### config.mk
export PLATFORM = sky130hd
export DESIGN_NAME = out_wrapper
export DESIGN_NICKNAME = d
export VERILOG_FILES = /design/src/rtl/imc_wrapper_pkg.sv /design/src/rtl/out_wrapper_controller.sv /design/src/rtl/out_wrapper.sv
export SDC_FILE = /design/constraint.sdc
export NUM_CORES = 1
export LEC_CHECK = 0
export CELL_PAD_IN_SITES_DETAIL_PLACEMENT = 1
export CELL_PAD_IN_SITES_GLOBAL_PLACEMENT = 2
export CORE_MARGIN = 3
export CORE_UTILIZATION = 32
export DETAILED_ROUTE_END_ITERATION = 10
export PLACE_DENSITY_LB_ADDON = 0.1
export SYNTH_ARGS = -nofsm -noshare
export SYNTH_HDL_FRONTEND = slang
export SYNTH_HIERARCHICAL = 1
export SYNTH_SLANG_ARGS = --single-unit
### constraint.sdc
create_clock -name clk_i -period 1.95 [get_ports clk_i]
set_clock_uncertainty 0.15 [all_clocks]
set_input_delay 0.39 -clock clk_i [delete_from_list [all_inputs] [get_ports clk_i]]
set_output_delay 0.39 -clock clk_i [all_outputs]
set_load 0.05 [all_outputs]
### src/rtl/imc_wrapper_pkg.sv
// Shared definitions for the IMC input/output wrappers: FSM states and word-count sizing.
package imc_wrapper_pkg;

    typedef enum logic [1:0] {
        IDLE = 2'd0,
        SEND = 2'd1,
        DONE = 2'd2
    } state_t;

    localparam int NUM_WORDS = 4;
    localparam int CNT_W     = 2;

    localparam logic [CNT_W-1:0] LAST_WORD = CNT_W'(NUM_WORDS - 1);

endpackage

### src/rtl/out_wrapper_controller.sv
// Output-wrapper control: IDLE/SEND/DONE sequencing, word counter and handshake pulses.
module out_wrapper_controller
    import imc_wrapper_pkg::*;
(
    input  logic             clk,
    input  logic             rst,
    input  logic             imc_done,
    input  logic             data_accept,
    output logic             capture,
    output logic [CNT_W-1:0] word_cnt,
    output logic             wrap_ready,
    output logic             imc_ack,
    output logic             data_ready,
    output logic             done,
    output logic             busy
);

    state_t           state;
    state_t           state_nxt;
    logic [CNT_W-1:0] cnt_nxt;
    logic             ack_nxt;

    always_ff @(posedge clk or posedge rst) begin
        if (rst) begin
            state    <= IDLE;
            word_cnt <= '0;
            imc_ack  <= 1'b0;
        end else begin
            state    <= state_nxt;
            word_cnt <= cnt_nxt;
            imc_ack  <= ack_nxt;
        end
    end

    always_comb begin
        state_nxt  = state;
        cnt_nxt    = word_cnt;
        ack_nxt    = 1'b0;
        capture    = 1'b0;
        wrap_ready = 1'b0;
        data_ready = 1'b0;
        done       = 1'b0;
        busy       = 1'b1;
        unique case (state)
            IDLE: begin
                wrap_ready = 1'b1;
                busy       = 1'b0;
                if (imc_done) begin
                    capture   = 1'b1;
                    ack_nxt   = 1'b1;
                    cnt_nxt   = '0;
                    state_nxt = SEND;
                end
            end
            SEND: begin
                data_ready = 1'b1;
                // The fourth transfer leaves SEND, so the 2-bit counter never wraps mid-frame.
                if (data_accept) begin
                    cnt_nxt = word_cnt + 1'b1;
                    if (word_cnt == LAST_WORD) begin
                        state_nxt = DONE;
                    end
                end
            end
            DONE: begin
                done      = 1'b1;
                state_nxt = IDLE;
            end
            default: begin
                state_nxt = IDLE;
            end
        endcase
    end

endmodule

### src/rtl/out_wrapper.sv
// Output wrapper: captures four IMC result words and streams them one per accepted transfer.
module out_wrapper
    import imc_wrapper_pkg::*;
#(
    parameter int DATA_W = 8
) (
    input  logic                  clk_i,
    input  logic                  rst_i,
    input  logic                  imc_done_i,
    input  logic [4*DATA_W-1:0]   imc_res_i,
    output logic                  wrap_ready_o,
    output logic                  imc_ack_o,
    output logic [DATA_W-1:0]     data_o,
    output logic                  data_ready_o,
    input  logic                  data_accept_i,
    output logic                  done_o,
    output logic                  busy_o
);

    logic              capture;
    logic [CNT_W-1:0]  word_cnt;
    logic [DATA_W-1:0] buffer [NUM_WORDS];

    out_wrapper_controller u_ctrl (
        .clk         (clk_i),
        .rst         (rst_i),
        .imc_done    (imc_done_i),
        .data_accept (data_accept_i),
        .capture     (capture),
        .word_cnt    (word_cnt),
        .wrap_ready  (wrap_ready_o),
        .imc_ack     (imc_ack_o),
        .data_ready  (data_ready_o),
        .done        (done_o),
        .busy        (busy_o)
    );

    // Result words are held locally so the IMC may change imc_res_i once acked.
    always_ff @(posedge clk_i or posedge rst_i) begin
        if (rst_i) begin
            for (int i = 0; i < NUM_WORDS; i++) begin
                buffer[i] <= '0;
            end
        end else if (capture) begin
            for (int i = 0; i < NUM_WORDS; i++) begin
                buffer[i] <= imc_res_i[i*DATA_W +: DATA_W];
            end
        end
    end

    assign data_o = data_ready_o ? buffer[word_cnt] : '0;

endmodule
==> impl_results.md <==
* Setup violators final at 8
* R2R Setup Slk at 0.27 ns
* CTS max path bufs at 2
* RSZ-0062 raised after global routing: yes
* Crit Path Max Fanout at 8
* Core Region at 0.00520 mm^2
* Worst Tran Pin Value at 0.310 ns
* Post-route setup slack at -0.0930 ns
* Share of post-route cells with drive strength above 1 at 43.6%
* Worst-case reg-to-reg path depth at 5
* Initial Util at 33.5%
* Required @ worst endpoint at 1.41 ns
* Synth cell types at 22
* All-layer global routing usage at 14.5%
* Total iterations of the first detailed-routing run at 2
* DR WL/cell at 16.4 um
* Fin crit period at 2.04 ns
* Most common cell after layout, fill and taps aside: dfrtp_1
* Seq/Total Area, Yosys at 53.1%
* CTS clock-pin slew for the worst setup and hold paths at 0.07 ns
* Vias/cell at 4.80
* Yosys warnings at 6
* Die ar. at 0.00637 mm^2
* Register bit count reported by yosys at 37
* Slew Viols, Final at 0
* Final Wtd Congestion at 0.711
* Pleak at 1.17 nW
* Failing checks: setup timing
* Root Buffer: clkbuf_8
* # diodes at 0
* Final setup TNS at -0.685 ns
* Nets at 215
* Total CTS buffers at 5
* Area growth syn-to-layout at 56.3%
* Worst Setup SP: u_ctrl/state[1]
* Fillers at 495
* I/O pin count at 49
* Slew HR at 79.1%
* Port bufs at 48
* Routed WL at 4080 um
* Synthesized area per cell at 14.7 um^2
* Chip width at 79.8 um
* DRT antenna net count at 0
* First-pass GRT wire length at 6990 um
* DR DRC count at 0
* Final Cell Area at 0.00273 mm^2
* Tightest Hold Check Type: primary input to asynchronous set/reset pin
* Maxcap violations at 0
* Vias in the first global route at 1372
* Crit. End Element: output port
* Post-Syn Area at 0.00174 mm^2
* CTS Hold Bufs at 0
* Total power at 5.73 mW
* Initial antenna violation count at 0
* Final hold viol count at 0
* H-tree depth at 2
* CTS Sinks at 37
* Final period utilization at 105%
* Via count at 1195
* DR iter-0 viols at 51
* Largest net degree at the start of global routing at 21
* Row count at 26
* Setup crit start kind: flip-flop
* Max IR drop VDD at 1.08 mV
* Post-synthesis cell count at 119
* Post-DP HPWL at 3150 um
* CTS tree: built
* Total grt overflow at 0
* Max Fclk at 489 MHz
* Post-DP Area at 0.00259 mm^2
* Highest-count cells in the layout ignoring fill and taps: dfrtp_1 (37), clkdlybuf4s50_1 (35), mux2_2 (24)
* Crit Path Category: flip-flop to output port
* CP endpoint: data_o[5]
* Worst-Skew Late Latency at 0.28 ns
* Final hold slack at 0.210 ns
* Critical R2R Launch: u_ctrl/state[0]
* Status: finished, violations left
* Reg2reg end: buffer[28]
* Arrival time of the worst setup path at 1.50 ns
* Cell Pwr Density at 2100 mW/mm^2
* Syn nets at 156
* Post-Place Worst Slack at 0.0215 ns
* Die boundary height at 79.8 um
==> power breakdown <==
part	internal [mW]	total, mW	switching, mW
registers	1.15	1.37	0.221
logic	1.90	3.67	1.78
clock network	0.417	0.684	0.267
==> synth_stat cells <==
master    count  share of area, %
nand2_1       1              0.22
nor2_1        1              0.22
mux2_2       24                15
and3b_1       2               1.0
and2b_1       2              0.86
a31oi_1       1              0.36
buf_1         1              0.22
nor4bb_1      1              0.57
dfrtp_1      37                53
a211o_1       2               1.0
and2_1        1              0.36
buf_6         5               3.2
inv_1         3              0.65
and3_1        1              0.36
o21bai_2      1              0.65
ha_1          1              0.72
and4b_1       1              0.57
nand2b_1      1              0.36
o22ai_1       8               2.9
mux2i_1      16               9.2
mux2_4        8               6.9
buf_12        1               1.1
==> worst min-delay path by stage <==
| stage | depth (start not counted) | slack [ns] | to |
|---|---|---|---|
| floorplan | 1 | 0.02 | u_ctrl/imc_ack |
| global placement | 1 | 0.34 | buffer[31] |
| detailed placement | 1 | 0.35 | buffer[14] |
| CTS | 2 | 0.22 | u_ctrl/imc_ack |
| global route | 2 | 0.24 | u_ctrl/word_cnt[0] |
| finish | 2 | 0.21 | u_ctrl/word_cnt[0] |
==> repair_timing <==
item | 4_1_cts | 5_1_grt
setup buffers | 1 | 0
gates resized for setup | 2 | 0
pin swaps | 1 | 1
gates cloned | 0 | 0
endpoints found under the setup margin | 8 | 8
==> routing by layer <==
metal / vias up / part of all wire (%) / track usage (%) / wire [um]
met5: - / 0 / 0 / 0
met4: 0 / 1.4 / 4.56 / 59
met3: 7 / 5.6 / 4.74 / 230
met2: 30 / 53 / 25.5 / 2180
met1: 609 / 39 / 16.8 / 1610
li1: 549 / - / - / -
==> through the flow <==
stage | instances | utilization (%)
CTS | 249 | 52.4
global placement | 240 | 49.8
floorplan | 119 | -
global route | 249 | 52.4
finish | 249 | 52.4
detailed placement | 240 | 49.8
==> cell type report <==
cell class | instances | area, um^2 | area share [%]
well taps | 70 | 87.6 | 3.21
inverters | 3 | 11.3 | 0.413
flip-flops and latches | 37 | 926 | 34.0
clock inverters | 1 | 30.0 | 1.10
clock buffers | 7 | 86.3 | 3.17
multi-input cells | 72 | 867 | 31.8
repair buffers | 59 | 718 | 26.3
==> logic make-up (layout without fill, tap and decap cells) <==
| logic type | count (synthesis) | after routing | synth area share, % |
|---|---|---|---|
| buffers and inverters | 10 | 70 | 5.24 |
| multiplexers | 48 | 48 | 31.6 |
| AO/OA/AOI/OAI | 12 | 12 | 4.88 |
| AND/OR/NAND/NOR | 11 | 11 | 4.52 |
| adder cells (fa/ha/maj) | 1 | 1 | 0.717 |
| flip-flops | 37 | 37 | 53.1 |
==> sequential cells by signal, indices dropped and copies added (netlist names) <==
| name | flops |
|---|---|
| u_ctrl/state | 2 |
| buffer | 32 |
| u_ctrl/word_cnt | 2 |
| u_ctrl/imc_ack | 1 |
==> worst max-delay path, stage by stage, from the launching register on <==
cell and delay (ns):
dfrtp_1 0.37, and2b_4 0.29, nand2b_4 0.06, buf_12 0.15, o22ai_4 0.18, buf_12 0.16
(Power assumes the default switching activity.)
